`src/rtl/crc_check.sv`:
```
// Streaming CRC checker: delays the frame by N words so the CRC trailer can be
// stripped, forwards the payload and emits one pass/fail/runt verdict per frame.
module crc_check #(
  parameter int unsigned          I_WIDTH = 8,
  parameter int unsigned          O_WIDTH = 32,
  parameter bit                   REFI    = 1'b1,
  parameter bit                   REFO    = 1'b1,
  parameter logic [O_WIDTH-1:0]   POLY    = 32'h04c1_1db7,
  parameter logic [O_WIDTH-1:0]   INIT    = 32'hffff_ffff,
  parameter logic [O_WIDTH-1:0]   XORO    = 32'hffff_ffff
) (
  input  logic               clk_i,
  input  logic               rst_n_i,
  input  logic [I_WIDTH-1:0] in_data_i,
  input  logic               in_valid_i,
  input  logic               in_last_i,
  output logic [I_WIDTH-1:0] out_data_o,
  output logic               out_valid_o,
  output logic               out_last_o,
  output logic               chk_valid_o,
  output logic               chk_ok_o,
  output logic               chk_runt_o
);

  localparam int unsigned N  = O_WIDTH / I_WIDTH;
  localparam int unsigned CW = $clog2(N + 1);

  function automatic logic [I_WIDTH-1:0] reflect_word(input logic [I_WIDTH-1:0] d);
    logic [I_WIDTH-1:0] r;
    for (int i = 0; i < int'(I_WIDTH); i++) r[i] = d[int'(I_WIDTH)-1-i];
    return r;
  endfunction

  function automatic logic [O_WIDTH-1:0] reflect_crc(input logic [O_WIDTH-1:0] d);
    logic [O_WIDTH-1:0] r;
    for (int i = 0; i < int'(O_WIDTH); i++) r[i] = d[int'(O_WIDTH)-1-i];
    return r;
  endfunction

  // Bitwise LFSR, MSB of the (possibly reflected) word enters first.
  function automatic logic [O_WIDTH-1:0] crc_step(input logic [O_WIDTH-1:0] c_in,
                                                  input logic [I_WIDTH-1:0] d);
    logic [O_WIDTH-1:0] c;
    logic               fb;
    c = c_in;
    for (int b = int'(I_WIDTH) - 1; b >= 0; b--) begin
      fb = c[O_WIDTH-1] ^ d[b];
      c  = (c << 1) ^ (fb ? POLY : '0);
    end
    return c;
  endfunction

  // line_reg[0] is the newest word, line_reg[N-1] the oldest.
  logic [N-1:0][I_WIDTH-1:0] line_reg;
  logic [CW-1:0]             cnt_reg;
  logic [O_WIDTH-1:0]        crc_reg;
  logic [I_WIDTH-1:0]        out_data_reg;
  logic                      out_valid_reg;
  logic                      out_last_reg;
  logic                      chk_valid_reg;
  logic                      chk_ok_reg;
  logic                      chk_runt_reg;

  logic                      full;
  logic                      runt;
  logic [I_WIDTH-1:0]        payload_word;
  logic [O_WIDTH-1:0]        crc_next;
  logic [O_WIDTH-1:0]        fcrc;
  logic [N-1:0][I_WIDTH-1:0] exp_trl;
  logic [N-1:0][I_WIDTH-1:0] rcv_trl;

  assign full         = (cnt_reg == CW'(N));
  assign runt         = (cnt_reg < CW'(N - 1));
  assign payload_word = REFI ? reflect_word(line_reg[N-1]) : line_reg[N-1];
  assign crc_next     = full ? crc_step(crc_reg, payload_word) : crc_reg;
  assign fcrc         = (REFO ? reflect_crc(crc_next) : crc_next) ^ XORO;

  // Trailer word gi in arrival order: expected from fcrc, received from the line.
  genvar gi;
  generate
    for (gi = 0; gi < int'(N); gi++) begin : g_trl
      if (REFO) begin : g_refo
        assign exp_trl[gi] = fcrc[gi*I_WIDTH +: I_WIDTH];
      end else begin : g_norefo
        assign exp_trl[gi] = fcrc[(int'(N)-1-gi)*I_WIDTH +: I_WIDTH];
      end
      if (gi < int'(N) - 1) begin : g_line
        assign rcv_trl[gi] = line_reg[int'(N)-2-gi];
      end else begin : g_in
        assign rcv_trl[gi] = in_data_i;
      end
    end
  endgenerate

  always_ff @(posedge clk_i) begin
    if (in_valid_i) begin
      line_reg[0] <= in_data_i;
      for (int i = 1; i < int'(N); i++) line_reg[i] <= line_reg[i-1];
    end
  end

  always_ff @(posedge clk_i) begin
    if (!rst_n_i) begin
      cnt_reg       <= '0;
      crc_reg       <= INIT;
      out_data_reg  <= '0;
      out_valid_reg <= 1'b0;
      out_last_reg  <= 1'b0;
      chk_valid_reg <= 1'b0;
      chk_ok_reg    <= 1'b0;
      chk_runt_reg  <= 1'b0;
    end else begin
      out_valid_reg <= 1'b0;
      out_last_reg  <= 1'b0;
      chk_valid_reg <= 1'b0;
      chk_ok_reg    <= 1'b0;
      chk_runt_reg  <= 1'b0;
      if (in_valid_i) begin
        if (full) begin
          out_data_reg  <= line_reg[N-1];
          out_valid_reg <= 1'b1;
          out_last_reg  <= in_last_i;
        end
        if (in_last_i) begin
          cnt_reg       <= '0;
          crc_reg       <= INIT;
          chk_valid_reg <= 1'b1;
          chk_runt_reg  <= runt;
          chk_ok_reg    <= !runt && (exp_trl == rcv_trl);
        end else begin
          crc_reg <= crc_next;
          if (!full) cnt_reg <= cnt_reg + 1'b1;
        end
      end
    end
  end

  assign out_data_o  = out_data_reg;
  assign out_valid_o = out_valid_reg;
  assign out_last_o  = out_last_reg;
  assign chk_valid_o = chk_valid_reg;
  assign chk_ok_o    = chk_ok_reg;
  assign chk_runt_o  = chk_runt_reg;

endmodule

```
`config.mk`:
```
export PLATFORM = sky130hd
export DESIGN_NAME = crc_check
export DESIGN_NICKNAME = d
export VERILOG_FILES = /design/src/rtl/crc_check.sv
export SDC_FILE = /design/constraint.sdc
export NUM_CORES = 1
export LEC_CHECK = 0
export ABC_AREA = 1
export ABC_CLOCK_PERIOD_IN_PS = 5500
export CAP_MARGIN = 0
export CORE_ASPECT_RATIO = 1.1
export CORE_MARGIN = 10
export CORE_UTILIZATION = 40
export CTS_CLUSTER_DIAMETER = 100
export DETAILED_ROUTE_END_ITERATION = 10
export DONT_BUFFER_PORTS = 1
export PLACE_DENSITY = 0.61
export RECOVER_POWER = 100
export SYNTH_ARGS = -nofsm -noshare
export SYNTH_HDL_FRONTEND = slang
export SYNTH_SLANG_ARGS = --single-unit
```
`constraint.sdc`:
```
create_clock -name clk_i -period 5.5 [get_ports clk_i]
set_input_delay 1.65 -clock clk_i [delete_from_list [all_inputs] [get_ports clk_i]]
set_output_delay 1.65 -clock clk_i [all_outputs]
set_load 0.02 [all_outputs]
```
==> results of run 1 <==
[layer usage]
| metal | up-vias | share of wire (%) | wire length, microns | track usage [%] |
|---|---|---|---|---|
| met4 | 0 | 3.1 | 490 | 10.0 |
| li1 | 2483 | - | - | - |
| met3 | 26 | 7.3 | 1170 | 3.15 |
| met5 | - | 0 | 0 | 0 |
| met2 | 183 | 45 | 7270 | 29.2 |
| met1 | 2278 | 44 | 7050 | 23.0 |
[stage by stage]
step | std cells | cell area (sq um) | hold WS (ps)
final | 933 | 5520 | 477
after global routing | 933 | 5520 | 483
after CTS | 933 | 5530 | 479
after detailed placement | 917 | 5190 | 465
after global placement | 917 | 5190 | 452
after floorplan | 778 | 5050 | 426
[final cells by class]
| cell class | instances | area, sq um |
|---|---|---|
| clock buffers | 14 | 328 |
| repair buffers | 3 | 22.5 |
| inverters | 85 | 322 |
| well taps | 154 | 193 |
| fillers | 1241 | 6670 |
| multi-input cells | 595 | 2730 |
| clock inverters | 2 | 11.3 |
| flip-flops and latches | 80 | 1920 |
[power groups by stage]
| stage | logic (mW) | clock network (mW) | registers, mW |
|---|---|---|---|
| after floorplan | 0.159 | 0 | 0.667 |
| after global placement | 0.209 | 0 | 0.673 |
| after detailed placement | 0.212 | 0 | 0.674 |
| after CTS | 0.214 | 0.683 | 0.661 |
| after global routing | 0.244 | 0.695 | 0.664 |
| final | 0.218 | 0.670 | 0.661 |
[how the worst max path moves through the flow]
stage,depth (start not counted),endpoint,from,slack [ps]
after floorplan,6,crc_reg[2],in_last_i,2800
after global placement,6,crc_reg[21],in_valid_i,2310
after detailed placement,6,crc_reg[19],in_valid_i,2180
after CTS,17,chk_ok_o,cnt_reg[0],2430
after global routing,17,chk_ok_o,cnt_reg[0],1580
final,17,chk_ok_o,cnt_reg[0],1840
[worst max-delay path: cells and delay by family (launching register included)]
| family | cells | cell delay, ps |
|---|---|---|
| buffers and inverters | 4 | 1550 |
| flip-flops | 1 | 320 |
| adder cells (fa/ha/maj) | 1 | 180 |
| AND/OR/NAND/NOR | 12 | 1530 |
[logic make-up after synthesis]
kind of cell,after synthesis
simple gates,515
buf+inv,103
flops,80
compound gates,73
xor+xnor,5
fa+ha+maj,2
[cell usage in the layout (no fill, tap or decap)]
cell type,count
nand4_1,3
clkbuf_8,2
clkinv_2,1
o221ai_1,1
o21ai_0,28
xor2_1,3
nand3b_1,13
or2_1,1
o21ai_1,1
inv_4,2
nand3_1,89
nor2_2,1
nand2_2,32
xnor2_1,2
a21oi_1,27
inv_2,12
buf_4,3
nor3b_1,1
or2_2,2
nor2_1,31
nand2_1,335
inv_1,72
edfxtp_1,32
dfxtp_1,48
ha_1,2
o211ai_1,16
nand2_4,7
clkbuf_16,12
==> impl_metrics.toml, run 1 <==
[outcome]
status = "finished, final reports clean"

[sta]
slew_headroom_pct = 2.99
fmax_mhz = 273
fin_ws_ps = 1840
rsz0062_at_grt = "no"
post-route-min-period_ps = 3660
period_share_pct = 66.5
setup_viol = 0
final_max_slew_viol_count = 0
fin_setup_tns_ps = 0
hold_viol = 0
fin_skew_ps = 8.96
tightest_slew_ps = 1450

[placement]
dp_slack_ps = 2180
io_buffers = 0
gp_congestion = 0.920
hpwl_microns = 11500

[global_route]
grt_pass1_vias = 4560
grt_overflow_total = 0
antenna_found_initial = 0
grt_pass1_wl_microns = 24700
grt_max_degree = 45
grt_usage_pct = 18.3

[synth]
yosys_most_used_dff = "dfxtp_1"
seq_area_frac_synth_pct = 38.1
synth_mux_area_share_pct = 0
synthSimpleGateAreaFrac_pct = 44.6
synthTopCellsByCount = "nand2_1 (335), nand3_1 (88), inv_1 (71)"
synth_edf_count = 32
synthDistinctLibCells = 27
synth_compound_area_share_pct = 8.11
synth_top_area_cell = "nand2_1"
yosys-top-cells-area = "nand2_1 (25%), dfxtp_1 (19%), edfxtp_1 (19%), nand3_1 (8.7%), inv_1 (5.3%)"
yosys_warnings = 0
ys_seq_elements = 80
synth_cells = 778
synth_fa_ha_area_share_pct = 0.496
avgSynthCellArea_sq_um = 6.49
synth_area_sq_um = 5050
yosys.area.top_type_share_pct = 24.9
syn_nets = 792
synth_top_family_by_area = "simple AND/OR/NAND/NOR gates"
async_flop_share_pct = 0
synth_most_common_cell = "nand2_1"
synth_xor_area_share_pct = 0.868

[clock_network]
cts_buffers = 9
htree_levels = 3
clk_latency_ps = 360
clock_sinks = 80
path_clk_slew_ps = 60
post_cts_buffers = 0
cts_tree = "done"
cts_root_buf = "clkbuf_16"
cts_resized = 0
hold_buffers = 0
clockBufferDepth = 2

[cells_and_area]
utilization_pct = 45.3
syn_to_final_growth_pct = 9.45
drive_gt1_share_pct = 9.50
num_antenna_cells = 0
fin_nets = 788

[floorplanning]
row_count = 42
start_util_pct = 41.4
fp.dieH_microns = 138
dieWidth_microns = 127
io_pins = 25
core_area_sq_um = 12200
dieArea_sq_um = 17500

[critical_path]
crit_chain = "inv_1 -> ha_1 -> nand2_2 -> buf_4 -> inv_1 -> nand3_1 -> nand3_1 -> nand2_1 -> nor2_1 -> nand2_1 -> nor2_1 -> nand2_1 -> inv_1 -> nand2_1 -> nor2_1 -> nand3_1 -> nor2_1"
worstPathArrival_ps = 3950
worst_path_max_delay_cell = "inv_1"
cp-end-kind = "flop"
worstPathMaxFanout = 44
cpPeakStageDelay_ps = 1110
cp_data_required_time_ps = 5790
timing.rr.start = "cnt_reg[0]"
critPathKind = "flop to flop"
rr_endpoint = "chk_ok_o"
ff2ff_setup_slack_ps = 1840
startpoint_type = "flop"
r2r_cells = 17

[job]
cap_violations = 0

[power]
cellLeakagePower_nw = 2.88
combPwrFrac_pct = 14.1
design_power_total_mw = 1.55
power_density_nw_per_um2 = 280
ir_drop_mv = 0.175
p_int_mw = 1.12
p_clk_share_pct = 43.3
power_switching_mw = 0.431
switching_share_pct = 27.9
p_seq_share_pct = 42.7

[worst_hold_path]
whs_endpoint = "line_reg[30]"
hp-start = "line_reg[22]"
min_path_cells = 0
hold_path_class = "flop to flop"

[drt]
viasPerCell = 5.33
first_pass_iters = 5
wire_per_inst_microns = 17.1
drt_iter0_drc = 485
wl_microns = 16000
drcViolationCount = 0
vias = 4970
drt.antenna.violating_nets = 0
Note: power is estimated with default switching activity, not from simulation.
==> run 2, diff against run 1 <==
- ABC_CLOCK_PERIOD_IN_PS: 5500 -> 3400
- clock period: 5.5 -> 3.4 ns (I/O delays scaled with it)
==> impl_metrics.toml, run 2 (synthesis gave the netlist of run 1 again) <==
[global_route]
grt_pass1_vias = 4513
antenna_found_initial = 1
grt_overflow_total = 0
grt_usage_pct = 17.9
grt_max_degree = 45
grt_pass1_wl_microns = 24400

[worst_hold_path]
hold_path_class = "flop to flop"
hp-start = "line_reg[4]"

[outcome]
status = "finished, final reports clean"

[power]
cellLeakagePower_nw = 2.85
power_density_nw_per_um2 = 428
ir_drop_mv = 0.231

[placement]
hpwl_microns = 11200
dp_slack_ps = 1000
place_area_sq_um = 5200
io_buffers = 0
gp_congestion = 0.933
place_inst = 918

[cells_and_area]
final_cell_mix = "nand2_1 (335), nand3_1 (89), inv_1 (72)"
num_antenna_cells = 0
syn_to_final_growth_pct = 8.01
multi_input_area_sq_um = 2720
final_common_cell = "nand2_1"
fillers = 1248
finish.instance_area_sq_um = 5450
register_area_sq_um = 1920
fin_nets = 789
final_cells = 934
drive_gt1_share_pct = 9.23

[critical_path]
critPathBufInv = 4
worst_path_max_delay_cell = "inv_1"
cpLargestDelayFamily = "buffers and inverters"
startpoint_type = "flop"
worstPathArrival_ps = 3040
cp_data_required_time_ps = 3690
critPathKind = "flop to flop"
cpPeakStageDelay_ps = 640
cp-end-kind = "flop"
crit_chain = "inv_1 -> ha_1 -> nand2_2 -> inv_1 -> buf_4 -> nand3_1 -> nand3_1 -> nand2_1 -> inv_1 -> nand2_1 -> nor2_1 -> nand2_1 -> nor2_1 -> nand3_1 -> nor2_1"
worstPathMaxFanout = 25
startpoint = "cnt_reg[0]"
timing.rr.start = "cnt_reg[0]"

[sta]
final_max_slew_viol_count = 0
fin_ws_ps = 657
fin_skew_ps = 9.15
fmax_mhz = 365
tightest_slew_ps = 871
slew_headroom_pct = 41.8
hold_viol = 0
post-route-min-period_ps = 2740
rsz0062_at_grt = "no"
fin_setup_tns_ps = 0
period_share_pct = 80.7
setup_viol = 0

[job]
cap_violations = 0

[drt]
wl_microns = 15600
first_pass_iters = 6
wl_met2_microns = 7270
vias = 5014
met3WireLength_microns = 1180
viasPerCell = 5.37
wire_per_inst_microns = 16.7
topRoutingLayerUsed = "met5"
drt_iter0_drc = 510
wl_met1_microns = 6650
drcViolationCount = 0
drt.antenna.violating_nets = 0

[clock_network]
clk_latency_ps = 350
hold_buffers = 0
post_cts_buffers = 0
cts_tree = "done"
clockBufferDepth = 2
cts_root_buf = "clkbuf_16"
cts_buffers = 9
htree_levels = 3
cts_resized = 0
clock_sinks = 80
path_clk_slew_ps = 60

[floorplanning]
core_area_sq_um = 12200
start_util_pct = 41.4
io_pins = 25
dieArea_sq_um = 17500
dieWidth_microns = 127
row_count = 42
fp.dieH_microns = 138
[run 2: worst paths after layout]
| check | to | depth (start not counted) | slack, ps |
|---|---|---|---|
| setup / recovery | chk_ok_o | 15 | 660 |
| hold / removal | line_reg[12] | 0 | 470 |
| hold reg to reg | line_reg[12] | 0 | 470 |
| setup reg to reg | chk_ok_o | 15 | 660 |
[run 2: layout make-up]
class	count	area share [%]
repair buffers	4	0.505
flip-flops and latches	80	35.3
clock inverters	6	0.643
well taps	154	3.54
multi-input cells	595	50.0
clock buffers	10	4.20
inverters	85	5.90
[run 2: per-stage QoR]
step / util, % / total power [mW] / hold slack, ps
2_1_floorplan: - / 1.34 / 426
3_3_place_gp: 42.6 / 1.43 / 449
4_1_cts: 44.8 / 2.35 / 471
5_1_grt: 44.7 / 2.43 / 489
3_5_place_dp: 42.6 / 1.44 / 460
6_report: 44.7 / 2.33 / 473
[run 2: routing by layer]
layer,global-route usage [%],up-vias
met5,0,-
met4,7.91,2
met1,22.0,2289
met2,29.6,207
li1,-,2482
met3,4.00,34
[run 2: worst reg2reg max path: cells and delay by family, from the launching register on]
| kind | cells | cell delay, ps |
|---|---|---|
| adders and majority gates | 1 | 190 |
| buffers and inverters | 4 | 1190 |
| DFF | 1 | 330 |
| and+or+nand+nor | 10 | 980 |
[run 2: report_power, final]
part / internal (mW) / switching, mW
registers: 1.04 / 0.0326
clock network: 0.491 / 0.419
logic: 0.102 / 0.248
==> run 3, diff against run 2 <==
- ABC_CLOCK_PERIOD_IN_PS: 3400 -> 2580
- clock period: 3.4 -> 2.58 ns (I/O delays scaled with it)
==> impl_metrics.toml, run 3 (synthesis gave the netlist of run 1 again) <==
[power]
ir_drop_mv = 0.296
cellLeakagePower_nw = 2.88
power_density_nw_per_um2 = 580

[job]
cap_violations = 0

[sta]
fmax_mhz = 434
final_max_slew_viol_count = 0
setup_viol = 0
slew_headroom_pct = 49.9
hold_viol = 0
fin_setup_tns_ps = 0
rsz0062_at_grt = "no"
tightest_slew_ps = 750
period_share_pct = 89.3
fin_skew_ps = 8.58
post-route-min-period_ps = 2300

[worst_hold_path]
min_path_cells = 0
hp-start = "line_reg[16]"
hold_path_class = "flop to flop"
whs_endpoint = "line_reg[24]"

[floorplanning]
row_count = 42
fp.dieH_microns = 138
io_pins = 25
dieArea_sq_um = 17500
dieWidth_microns = 127
start_util_pct = 41.4
core_area_sq_um = 12200

[critical_path]
startpoint_type = "flop"
rr_endpoint = "crc_reg[0]"
cp-end-kind = "flop"
worstPathArrival_ps = 2510
critPathKind = "flop to flop"
r2r_cells = 9
worstPathMaxFanout = 36
ff2ff_setup_slack_ps = 280
cp_data_required_time_ps = 2780
timing.rr.start = "cnt_reg[0]"

[clock_network]
hold_buffers = 0
clock_sinks = 80
cts_buffers = 9
cts_root_buf = "clkbuf_16"
htree_levels = 3
cts_tree = "done"
clk_latency_ps = 350
path_clk_slew_ps = 60
clockBufferDepth = 2

[cells_and_area]
fillers = 1311
final_cells = 937
drive_gt1_share_pct = 10.1
final_cell_mix = "nand2_1 (336), nand3_1 (87), inv_1 (71)"
num_antenna_cells = 0
syn_to_final_growth_pct = 9.50
fin_nets = 792
final_common_cell = "nand2_1"

[drt]
drcViolationCount = 0
first_pass_iters = 5
drt.antenna.violating_nets = 0
wl_microns = 15900
wire_per_inst_microns = 16.9
viasPerCell = 5.24
vias = 4914
drt_iter0_drc = 475

[global_route]
grt_usage_pct = 18.5
grt_pass1_wl_microns = 25100
grt_max_degree = 45
grt_pass1_vias = 4668
grt_overflow_total = 0
antenna_found_initial = 0

[placement]
place_inst = 921
hpwl_microns = 11800
gp_congestion = 0.947
io_buffers = 0

[outcome]
status = "finished, final reports clean"
## run 3: cell types whose count changed in the layout (fill, tap and decap cells not counted), sizes merged
cell and change:
clkbuf +2, inv -1, clkinvlp +1, bufinv +1, buf +2, clkinv -2
## run 3: worst max path at each step
stage / startpoint / endpoint / slack [ps]
after global placement: cnt_reg[0] / chk_ok_o / 260
after CTS: cnt_reg[0] / chk_ok_o / 170
after floorplan: in_last_i / crc_reg[2] / 750
final: cnt_reg[0] / crc_reg[0] / 280
after global routing: cnt_reg[0] / chk_ok_o / 20
after detailed placement: cnt_reg[0] / chk_ok_o / 190
## run 3: cell type report
type | count | area, sq um | area share [%]
multi-input combinational | 595 | 2730 | 49.4
sequential | 80 | 1920 | 34.8
inverter | 85 | 322 | 5.82
clock buffer | 11 | 253 | 4.57
tap | 154 | 193 | 3.49
clock inverter | 5 | 55.1 | 0.996
timing repair buffer | 7 | 51.3 | 0.928
## run 3: what timing repair did
action | 4_1_cts | 5_1_grt
endpoints found under the setup margin | 0 | 1
setup buffers | 0 | 0
resized for setup | 0 | 2
## run 3: stage by stage
step | area, sq um | worst slack, ps | power [mW] | util (%) | hold WS [ps]
after floorplan | 5050 | 754 | 1.76 | - | 426
after global placement | 5220 | 257 | 1.88 | 42.8 | 456
after detailed placement | 5220 | 191 | 1.89 | 42.8 | 461
after CTS | 5530 | 174 | 3.22 | 45.3 | 476
after global routing | 5530 | 24.4 | 3.33 | 45.3 | 491
final | 5530 | 277 | 3.21 | 45.3 | 486
## run 3: critical path, cell delays in order, from the launching register on
cell and delay (ps):
dfxtp_1 370, inv_1 80, ha_1 210, nand2_2 90
buf_6 300, nor2_1 90, buf_4 200, inv_1 110
clkbuf_2 480, o21ai_0 200
## run 3: metal layers
metal | up-vias | share of wire (%) | global-route usage [%]
met5 | - | 0 | 0
met2 | 168 | 45 | 29.3
li1 | 2490 | - | -
met3 | 33 | 7.4 | 4.34
met1 | 2223 | 44 | 22.9
met4 | 0 | 3.8 | 9.62
## run 3: power breakdown
group	leakage, nW	internal (mW)	switching (mW)	total (mW)
Sequential	0.703	1.37	0.0415	1.41
Clock	0.148	0.799	0.538	1.34
Combinational	2.03	0.134	0.325	0.459
